**config.mk**
```make
export PLATFORM = sky130hd
export DESIGN_NAME = funct_generator_nco
export DESIGN_NICKNAME = d
export VERILOG_FILES = /design/src/rtl/funct_generator_nco.sv
export SDC_FILE = /design/constraint.sdc
export NUM_CORES = 1
export LEC_CHECK = 0
export ABC_AREA = 1
export BUFFER_PORTS_ARGS = -buffer_cell sky130_fd_sc_hd__buf_2
export CELL_PAD_IN_SITES_DETAIL_PLACEMENT = 0
export CELL_PAD_IN_SITES_GLOBAL_PLACEMENT = 1
export CORE_MARGIN = 2
export CORE_UTILIZATION = 45
export DETAILED_ROUTE_END_ITERATION = 8
export HOLD_SLACK_MARGIN = 0.06
export PLACE_DENSITY_LB_ADDON = 0.1
export SLEW_MARGIN = 20
export SYNTH_ARGS = -nofsm -noshare
export SYNTH_HDL_FRONTEND = slang
export SYNTH_SLANG_ARGS = --single-unit
```
**constraint.sdc**
```tcl
create_clock -name clk -period 8.6 [get_ports clk]
set_clock_uncertainty 0.1 [all_clocks]
set_input_delay 1.72 -clock clk [delete_from_list [all_inputs] [get_ports clk]]
set_output_delay 1.72 -clock clk [all_outputs]
set_load 0.02 [all_outputs]
```
**src/rtl/funct_generator_nco.sv**
```systemverilog
// ---------------------------------------------------------------------------
// funct_generator_nco
//
// Multi-channel numerically controlled function generator. Every channel has
// its own phase accumulator, waveform select and signed amplitude. Channels
// are served round-robin through one shared two-stage waveform/scale
// pipeline, and the tagged samples are pushed into a downstream FIFO. The
// FIFO full flag stalls the whole datapath, so no sample is lost or repeated.
//
// Optional feature (compile-time macro FGEN_PHASE_OFS_EN):
//   defined   -> adds phase_ofs_i, a per-channel phase offset latched on a
//                configuration and added to the phase before LUT addressing.
//   undefined -> no offset port or registers (offset is effectively 0).
//
// Ports:
//   clk          clock, all state on the rising edge
//   rst          asynchronous active-high reset
//   en_low_i     active-low run request
//   enh_conf_i   configuration strobe (IDLE -> CONFI)
//   ch_sel_i     channel written during CONFI (values >= NUM_CH ignored)
//   sel_i        waveform: 0 sine, 1 cosine, 2 triangle, 3 square
//   amp_i        signed amplitude, Q1.(AMP_WIDTH-1)
//   step_i       phase increment per sample of the channel
//   phase_ofs_i  per-channel phase offset (FGEN_PHASE_OFS_EN only)
//   full_i       downstream FIFO full
//   wr_en_o      FIFO write strobe
//   data_o       signed sample
//   ch_o         channel tag of data_o
//
// Handshake: a sample is transferred exactly in a cycle where wr_en_o=1;
// wr_en_o is only raised while full_i=0, and while full_i=1 every pipeline
// register, phase and the round-robin pointer hold their value.
//
// Internal state for checkers: state_q (IDLE/CONFI/GEN), phase_q[],
// sel_q[], amp_q[], step_q[].
// ---------------------------------------------------------------------------
module funct_generator_nco #(
  parameter int DATA_WIDTH  = 16,
  parameter int LUT_ADDR    = 8,
  parameter int PHASE_WIDTH = 16,
  parameter int AMP_WIDTH   = 8,
  parameter int NUM_CH      = 2,
  localparam int CH_W       = (NUM_CH > 1) ? $clog2(NUM_CH) : 1
) (
  input  logic                          clk,
  input  logic                          rst,
  input  logic                          en_low_i,
  input  logic                          enh_conf_i,
  input  logic [CH_W-1:0]               ch_sel_i,
  input  logic [1:0]                    sel_i,
  input  logic signed [AMP_WIDTH-1:0]   amp_i,
  input  logic [PHASE_WIDTH-1:0]        step_i,
`ifdef FGEN_PHASE_OFS_EN
  input  logic [PHASE_WIDTH-1:0]        phase_ofs_i,
`endif
  input  logic                          full_i,
  output logic                          wr_en_o,
  output logic signed [DATA_WIDTH-1:0]  data_o,
  output logic [CH_W-1:0]               ch_o
);

  typedef enum logic [1:0] {
    ST_IDLE  = 2'd0,
    ST_CONFI = 2'd1,
    ST_GEN   = 2'd2
  } state_e;

  localparam int LUT_SIZE = 2 ** LUT_ADDR;
  localparam int PROD_W   = DATA_WIDTH + AMP_WIDTH;

  localparam longint MAX_L = (longint'(1) <<< (DATA_WIDTH - 1)) - 1;
  // pi/2 in Q30, used by the elaboration-time sine table generator.
  localparam longint PIO2_Q30 = 64'sd1686629713;

  localparam logic signed [DATA_WIDTH-1:0] WAVE_MAX = {1'b0, {(DATA_WIDTH-1){1'b1}}};
  localparam logic signed [DATA_WIDTH-1:0] WAVE_MIN = {1'b1, {(DATA_WIDTH-1){1'b0}}};
  localparam logic [DATA_WIDTH-1:0]        SIGN_BIT = {1'b1, {(DATA_WIDTH-1){1'b0}}};
  localparam logic [LUT_ADDR-1:0]          QTR_ADDR = LUT_ADDR'(2 ** (LUT_ADDR - 2));

  localparam logic signed [PROD_W-1:0] SAT_HI = {{(AMP_WIDTH+1){1'b0}}, {(DATA_WIDTH-1){1'b1}}};
  localparam logic signed [PROD_W-1:0] SAT_LO = {{(AMP_WIDTH+1){1'b1}}, {(DATA_WIDTH-1){1'b0}}};

  // -------------------------------------------------------------------------
  // Sine table: round(MAX * sin(2*pi*k/LUT_SIZE)), evaluated at elaboration
  // with integer Q30 arithmetic (quarter-wave fold + Taylor series) so the
  // table is a plain constant ROM.
  // -------------------------------------------------------------------------
  function automatic logic signed [DATA_WIDTH-1:0] sine_entry(input int k);
    longint n, idx, x, x2, term, sum, val;
    logic   neg;
    n   = longint'(1) <<< LUT_ADDR;
    idx = longint'(k);
    neg = (idx >= n / 2);
    if (neg) idx = idx - n / 2;
    if (idx > n / 4) idx = n / 2 - idx;
    x    = (idx * PIO2_Q30 * 4 + n / 2) / n;
    x2   = (x * x) >>> 30;
    term = x;
    sum  = x;
    for (int i = 1; i < 12; i++) begin
      term = -(((term * x2) >>> 30) / longint'((2 * i) * (2 * i + 1)));
      sum  = sum + term;
    end
    val = (MAX_L * sum + (longint'(1) <<< 29)) >>> 30;
    if (val > MAX_L) val = MAX_L;
    if (val < 0)     val = 0;
    if (neg)         val = -val;
    return val[DATA_WIDTH-1:0];
  endfunction

  logic signed [DATA_WIDTH-1:0] sine_lut [LUT_SIZE];

  for (genvar k = 0; k < LUT_SIZE; k++) begin : g_lut
    localparam logic signed [DATA_WIDTH-1:0] LUT_VAL = sine_entry(k);
    assign sine_lut[k] = LUT_VAL;
  end

  // -------------------------------------------------------------------------
  // State
  // -------------------------------------------------------------------------
  state_e                        state_q, state_d;
  logic [CH_W-1:0]               ptr_q, ptr_d;
  logic [PHASE_WIDTH-1:0]        phase_q [NUM_CH];
  logic [PHASE_WIDTH-1:0]        phase_d [NUM_CH];
  logic [1:0]                    sel_q   [NUM_CH];
  logic [1:0]                    sel_d   [NUM_CH];
  logic signed [AMP_WIDTH-1:0]   amp_q   [NUM_CH];
  logic signed [AMP_WIDTH-1:0]   amp_d   [NUM_CH];
  logic [PHASE_WIDTH-1:0]        step_q  [NUM_CH];
  logic [PHASE_WIDTH-1:0]        step_d  [NUM_CH];
`ifdef FGEN_PHASE_OFS_EN
  logic [PHASE_WIDTH-1:0]        ofs_q   [NUM_CH];
  logic [PHASE_WIDTH-1:0]        ofs_d   [NUM_CH];
`endif

  logic                          s1_valid_q, s1_valid_d;
  logic signed [DATA_WIDTH-1:0]  s1_wave_q, s1_wave_d;
  logic [CH_W-1:0]               s1_ch_q, s1_ch_d;
  logic                          s2_valid_q, s2_valid_d;
  logic signed [DATA_WIDTH-1:0]  s2_data_q, s2_data_d;
  logic [CH_W-1:0]               s2_ch_q, s2_ch_d;

  logic                          in_gen;
  logic                          issue;
  logic                          cfg_wr;

  logic [PHASE_WIDTH-1:0]        cur_phase;
  logic [PHASE_WIDTH-1:0]        cur_step;
  logic [1:0]                    cur_sel;
  logic [PHASE_WIDTH-1:0]        addr_phase;
  logic signed [AMP_WIDTH-1:0]   s1_amp;

  logic [LUT_ADDR-1:0]           addr;
  logic [LUT_ADDR-1:0]           cos_addr;
  logic [LUT_ADDR-2:0]           tri_t;
  logic [DATA_WIDTH-1:0]         tri_v;
  logic signed [DATA_WIDTH-1:0]  wave;

  logic signed [PROD_W-1:0]      prod;
  logic signed [PROD_W-1:0]      prod_sh;
  logic signed [DATA_WIDTH-1:0]  scaled;

  // -------------------------------------------------------------------------
  // FSM
  // -------------------------------------------------------------------------
  always_comb begin : fsm_next
    state_d = state_q;
    case (state_q)
      ST_IDLE: begin
        // A configuration request takes priority over a run request.
        if (enh_conf_i)     state_d = ST_CONFI;
        else if (!en_low_i) state_d = ST_GEN;
      end
      ST_CONFI: state_d = ST_IDLE;
      ST_GEN:   if (en_low_i) state_d = ST_IDLE;
      default:  state_d = ST_IDLE;
    endcase
  end

  assign in_gen = (state_q == ST_GEN);
  assign issue  = in_gen && !full_i;
  assign cfg_wr = (state_q == ST_CONFI);

  // -------------------------------------------------------------------------
  // Channel selected by the round-robin pointer
  // -------------------------------------------------------------------------
  always_comb begin : chan_select
    cur_phase = '0;
    cur_step  = '0;
    cur_sel   = '0;
    addr_phase = '0;
    for (int c = 0; c < NUM_CH; c++) begin
      if (int'(ptr_q) == c) begin
        cur_phase = phase_q[c];
        cur_step  = step_q[c];
        cur_sel   = sel_q[c];
`ifdef FGEN_PHASE_OFS_EN
        addr_phase = phase_q[c] + ofs_q[c];
`else
        addr_phase = phase_q[c];
`endif
      end
    end
  end

  // -------------------------------------------------------------------------
  // Configuration, phase accumulators and pointer
  // -------------------------------------------------------------------------
  always_comb begin : chan_next
    sel_d   = sel_q;
    amp_d   = amp_q;
    step_d  = step_q;
    phase_d = phase_q;
    ptr_d   = ptr_q;
`ifdef FGEN_PHASE_OFS_EN
    ofs_d   = ofs_q;
`endif
    for (int c = 0; c < NUM_CH; c++) begin
      if (cfg_wr && int'(ch_sel_i) == c) begin
        sel_d[c]  = sel_i;
        amp_d[c]  = amp_i;
        step_d[c] = step_i;
`ifdef FGEN_PHASE_OFS_EN
        ofs_d[c]  = phase_ofs_i;
`endif
      end
      if (!in_gen) begin
        phase_d[c] = '0;
      end else if (issue && int'(ptr_q) == c) begin
        phase_d[c] = cur_phase + cur_step;
      end
    end
    if (!in_gen) begin
      ptr_d = '0;
    end else if (issue) begin
      ptr_d = (int'(ptr_q) == NUM_CH - 1) ? '0 : ptr_q + 1'b1;
    end
  end

  // -------------------------------------------------------------------------
  // Waveform generation (address taken from the pre-increment phase)
  // -------------------------------------------------------------------------
  always_comb begin : wave_gen
    addr     = LUT_ADDR'(addr_phase >> (PHASE_WIDTH - LUT_ADDR));
    cos_addr = addr + QTR_ADDR;
    // Triangle folds the second half of the period back down.
    tri_t    = addr[LUT_ADDR-1] ? ~addr[LUT_ADDR-2:0] : addr[LUT_ADDR-2:0];
    tri_v    = (DATA_WIDTH'(tri_t) << (DATA_WIDTH - LUT_ADDR + 1)) - SIGN_BIT;
    case (cur_sel)
      2'd0:    wave = sine_lut[addr];
      2'd1:    wave = sine_lut[cos_addr];
      2'd2:    wave = tri_v;
      default: wave = addr[LUT_ADDR-1] ? WAVE_MIN : WAVE_MAX;
    endcase
  end

  // -------------------------------------------------------------------------
  // Scale with the amplitude of the channel held in S1, floor and saturate
  // -------------------------------------------------------------------------
  always_comb begin : scale
    s1_amp = '0;
    for (int c = 0; c < NUM_CH; c++) begin
      if (int'(s1_ch_q) == c) s1_amp = amp_q[c];
    end
    prod    = PROD_W'(s1_wave_q) * PROD_W'(s1_amp);
    prod_sh = prod >>> (AMP_WIDTH - 1);
    if (prod_sh > SAT_HI)      scaled = WAVE_MAX;
    else if (prod_sh < SAT_LO) scaled = WAVE_MIN;
    else                       scaled = prod_sh[DATA_WIDTH-1:0];
  end

  // -------------------------------------------------------------------------
  // Pipeline: cleared outside GEN, frozen while the FIFO is full
  // -------------------------------------------------------------------------
  always_comb begin : pipe_next
    s1_valid_d = s1_valid_q;
    s1_wave_d  = s1_wave_q;
    s1_ch_d    = s1_ch_q;
    s2_valid_d = s2_valid_q;
    s2_data_d  = s2_data_q;
    s2_ch_d    = s2_ch_q;
    if (!in_gen) begin
      s1_valid_d = 1'b0;
      s2_valid_d = 1'b0;
    end else if (issue) begin
      s1_valid_d = 1'b1;
      s1_wave_d  = wave;
      s1_ch_d    = ptr_q;
      s2_valid_d = s1_valid_q;
      s2_data_d  = scaled;
      s2_ch_d    = s1_ch_q;
    end
  end

  always_ff @(posedge clk or posedge rst) begin
    if (rst) begin
      state_q    <= ST_IDLE;
      ptr_q      <= '0;
      s1_valid_q <= 1'b0;
      s1_wave_q  <= '0;
      s1_ch_q    <= '0;
      s2_valid_q <= 1'b0;
      s2_data_q  <= '0;
      s2_ch_q    <= '0;
      for (int c = 0; c < NUM_CH; c++) begin
        phase_q[c] <= '0;
        sel_q[c]   <= '0;
        amp_q[c]   <= '0;
        step_q[c]  <= '0;
`ifdef FGEN_PHASE_OFS_EN
        ofs_q[c]   <= '0;
`endif
      end
    end else begin
      state_q    <= state_d;
      ptr_q      <= ptr_d;
      s1_valid_q <= s1_valid_d;
      s1_wave_q  <= s1_wave_d;
      s1_ch_q    <= s1_ch_d;
      s2_valid_q <= s2_valid_d;
      s2_data_q  <= s2_data_d;
      s2_ch_q    <= s2_ch_d;
      phase_q    <= phase_d;
      sel_q      <= sel_d;
      amp_q      <= amp_d;
      step_q     <= step_d;
`ifdef FGEN_PHASE_OFS_EN
      ofs_q      <= ofs_d;
`endif
    end
  end

  // Gating with the state drops the strobe in the first IDLE cycle even
  // though S2 still holds the last in-flight sample at that point.
  assign wr_en_o = s2_valid_q && !full_i && in_gen;
  assign data_o  = s2_data_q;
  assign ch_o    = s2_ch_q;

endmodule

```
==> impl_metrics.json <==
{
  "outcome": "completed",
  "rsz0062_at_grt": "false",
  "regArea_um2": 3080,
  "synthesis.area_um2": 15300,
  "fillers": 3566,
  "synth_edf_count": 0,
  "grt_pass1_wl_um": 89000,
  "post-dp-hpwl_um": 43800,
  "synth_fa_ha_area_share_pct": 19.3,
  "slew_headroom_pct": 31.1,
  "cp_max_fo": 15,
  "vias_per_cell": 5.61,
  "yosysTopAreaCell": "dfrtp_1",
  "synthTopCellsByCount": "nand2_1 (784), inv_1 (312), nor2_1 (228)",
  "cts_buffer_depth": 2,
  "cts.sinks": 123,
  "yosysTopAreaCellShare_pct": 20.1,
  "critPathMaxStageDelay_ns": 0.54,
  "synth_cell_types": 50,
  "cts-hold-fix-buffers": 0,
  "cp-end-kind": "flop",
  "path_clk_slew_ns": 0.07,
  "synth_simple_gate_area_share_pct": 35.4,
  "slowest_stage": "o21ai_1",
  "cp_data_required_time_ns": 8.79,
  "antenna_found_initial": 0,
  "met3_length_um": 3760,
  "io_pins": 50,
  "pre_cts_ws_ns": 2.24,
  "die_area_um2": 35400,
  "synth_xor_area_share_pct": 1.26,
  "grt_use_total_pct": 32.8,
  "area_growth_pct": 6.89,
  "num-nets-final": 2585,
  "vias": 15900,
  "io_buffer_count": 49,
  "dp.cells": 2807,
  "arrival_ns": 6.57,
  "ys_top_cells_by_area": "dfrtp_1 (20%), nand2_1 (19%), fa_1 (13%)",
  "async_flop_share_pct": 100,
  "synth_fp_nets": 2588,
  "fin_crit_sh_pct": 74.2,
  "gp_congestion": 1.02,
  "synthFlopType": "dfrtp_1",
  "synth_seq_area_share_pct": 20.1,
  "cts_setup_buffers": 0,
  "overflow": 0,
  "finalHoldViolCount": 0,
  "fin_cells": 2839,
  "cts_root_buf": "clkbuf_16",
  "n_antenna_cell": 0,
  "dieHeight_um": 188,
  "worst_pin_slew_ns": 1.03,
  "drc_errors": 0,
  "routedLengthMet1_um": 24800,
  "routedWlPerCell_um": 20.4,
  "synth_cells": 2381,
  "top_layer_used": "met4",
  "cts_tree": "built",
  "muxShareOfSynthArea_pct": 0.262,
  "grt_pass1_vias": 15400,
  "setup_tns_ns": 0,
  "rows": 67,
  "ys_ff_latch": 123,
  "yosysMostFrequentCell": "nand2_1",
  "core_area_um2": 33400,
  "die_w_um": 188,
  "drive_above_1_share_pct": 7.03,
  "fmax_mhz": 157,
  "setup_violations": 0,
  "crit_chain": "inv_1 > or2_2 > o21ai_1 > inv_1 > nand2_1 > fa_1 > fa_1 > inv_1 > fa_1 > inv_1 > fa_1 > inv_1 > ha_1 > a21oi_1 > o21ai_0 > nand2_1 > nand2_1 > nand2_1 > nand3_1 > xnor2_1 > nand3_1 > nand2_1 > a21boi_0",
  "synth_top_family_by_area": "simple AND/OR/NAND/NOR gates",
  "cts_resized": 0,
  "routed_wl_um": 57800,
  "multiInputGateArea_um2": 10500,
  "synth-compound-area-share_pct": 12.3,
  "ys_warn_count": 0,
  "first_pass_iters": 8,
  "start_kind": "flop",
  "wl_met2_um": 26500,
  "drt_iter0_drc": 1666,
  "ant_nets": 0,
  "setup_ws_ns": 2.22,
  "avgSynthCellArea_um2": 6.42,
  "initial_utilization_pct": 45.7,
  "period_minus_slack_ns": 6.38,
  "drv_cap": 0,
  "drv_slew": 0,
  "htreeDepth": 4,
  "cts-buffers-inserted": 17,
  "grt_max_degree": 91,
  "critPathKind": "flop to flop",
  "hp-class": "flop to flop",
  "worst_skew_pair.late_latency_ns": 0.44
}
## registers in the layout, summed over array words and instances (netlist names)
register    cells
step_q         32
data_o         16
s1_ch_q         1
ch_o            1
amp_q          16
ptr_q           1
s1_wave_q      16
s2_valid_q      1
sel_q           4
s1_valid_q      1
phase_q        32
state_q         2
## final cells by class
type	instances	area share (%)
clock buffer	17	2.61
clock inverter	15	0.927
inverter	322	7.42
multi-input combinational	1842	64.2
sequential	123	18.9
tap	448	3.43
timing repair buffer	72	2.56
## through the flow
stage          instance area [um2]  util, %  hold WS (ns)
2_1_floorplan                15300        -         0.345
3_3_place_gp                 15800     47.1         0.360
3_5_place_dp                 15800     47.1         0.367
4_1_cts                      16300     48.8         0.383
5_1_grt                      16300     48.8         0.404
6_report                     16300     48.8         0.380
## cell usage in the layout (no fill, tap or decap), drive strengths merged, types with 13 or more instances in the layout
cell type    n
dfrtp      123
nor2       236
inv        330
fa         102
or2         16
a21oi       99
nand2      806
nand4       25
o211ai      15
o21ai      184
nand3      202
buf         72
xnor2       13
clkbuf      17
ha          73
## routing by layer
| layer | vias up | global-route usage, % |
|---|---|---|
| li1 | 7508 | - |
| met1 | 7607 | 43.1 |
| met2 | 669 | 53.3 |
| met3 | 154 | 5.12 |
| met4 | 0 | 15.5 |
| met5 | - | 0 |
## worst max-delay path: cells and delay by family, from the launching register on
family	cells	cell delay, ns
AOI/OAI and AO/OA	4	0.98
xor gates and xnor gates	1	0.21
adders and majority gates	5	2.30
buffers and inverters	5	0.68
DFF	1	0.52
and+or+nand+nor	8	1.41
## cells by family (layout without fill, tap and decap cells)
| family | count (synthesis) | after routing |
|---|---|---|
| DFF | 123 | 123 |
| buffers and inverters | 416 | 426 |
| muxes | 4 | 4 |
| adders and majority gates | 175 | 175 |
| xor gates and xnor gates | 22 | 22 |
| AOI/OAI and AO/OA | 338 | 338 |
| and+or+nand+nor | 1303 | 1303 |
## final timing paths
path	startpoint	end	slack, ns	cells after the start
worst max register to register	s1_ch_q	data_o[13]	2.22	23
worst max-delay path	s1_ch_q	data_o[13]	2.22	23
min in group asynchronous	rst	amp_q[0]	1.36	2
max in group asynchronous	rst	phase_q[26]	5.77	3
worst min-delay path	phase_q[2]	phase_q[2]	0.38	2
worst min register to register	phase_q[2]	phase_q[2]	0.38	2
Power is not shown: default switching activity piles up to over one toggle a cycle in this logic, so the estimate is an artifact.
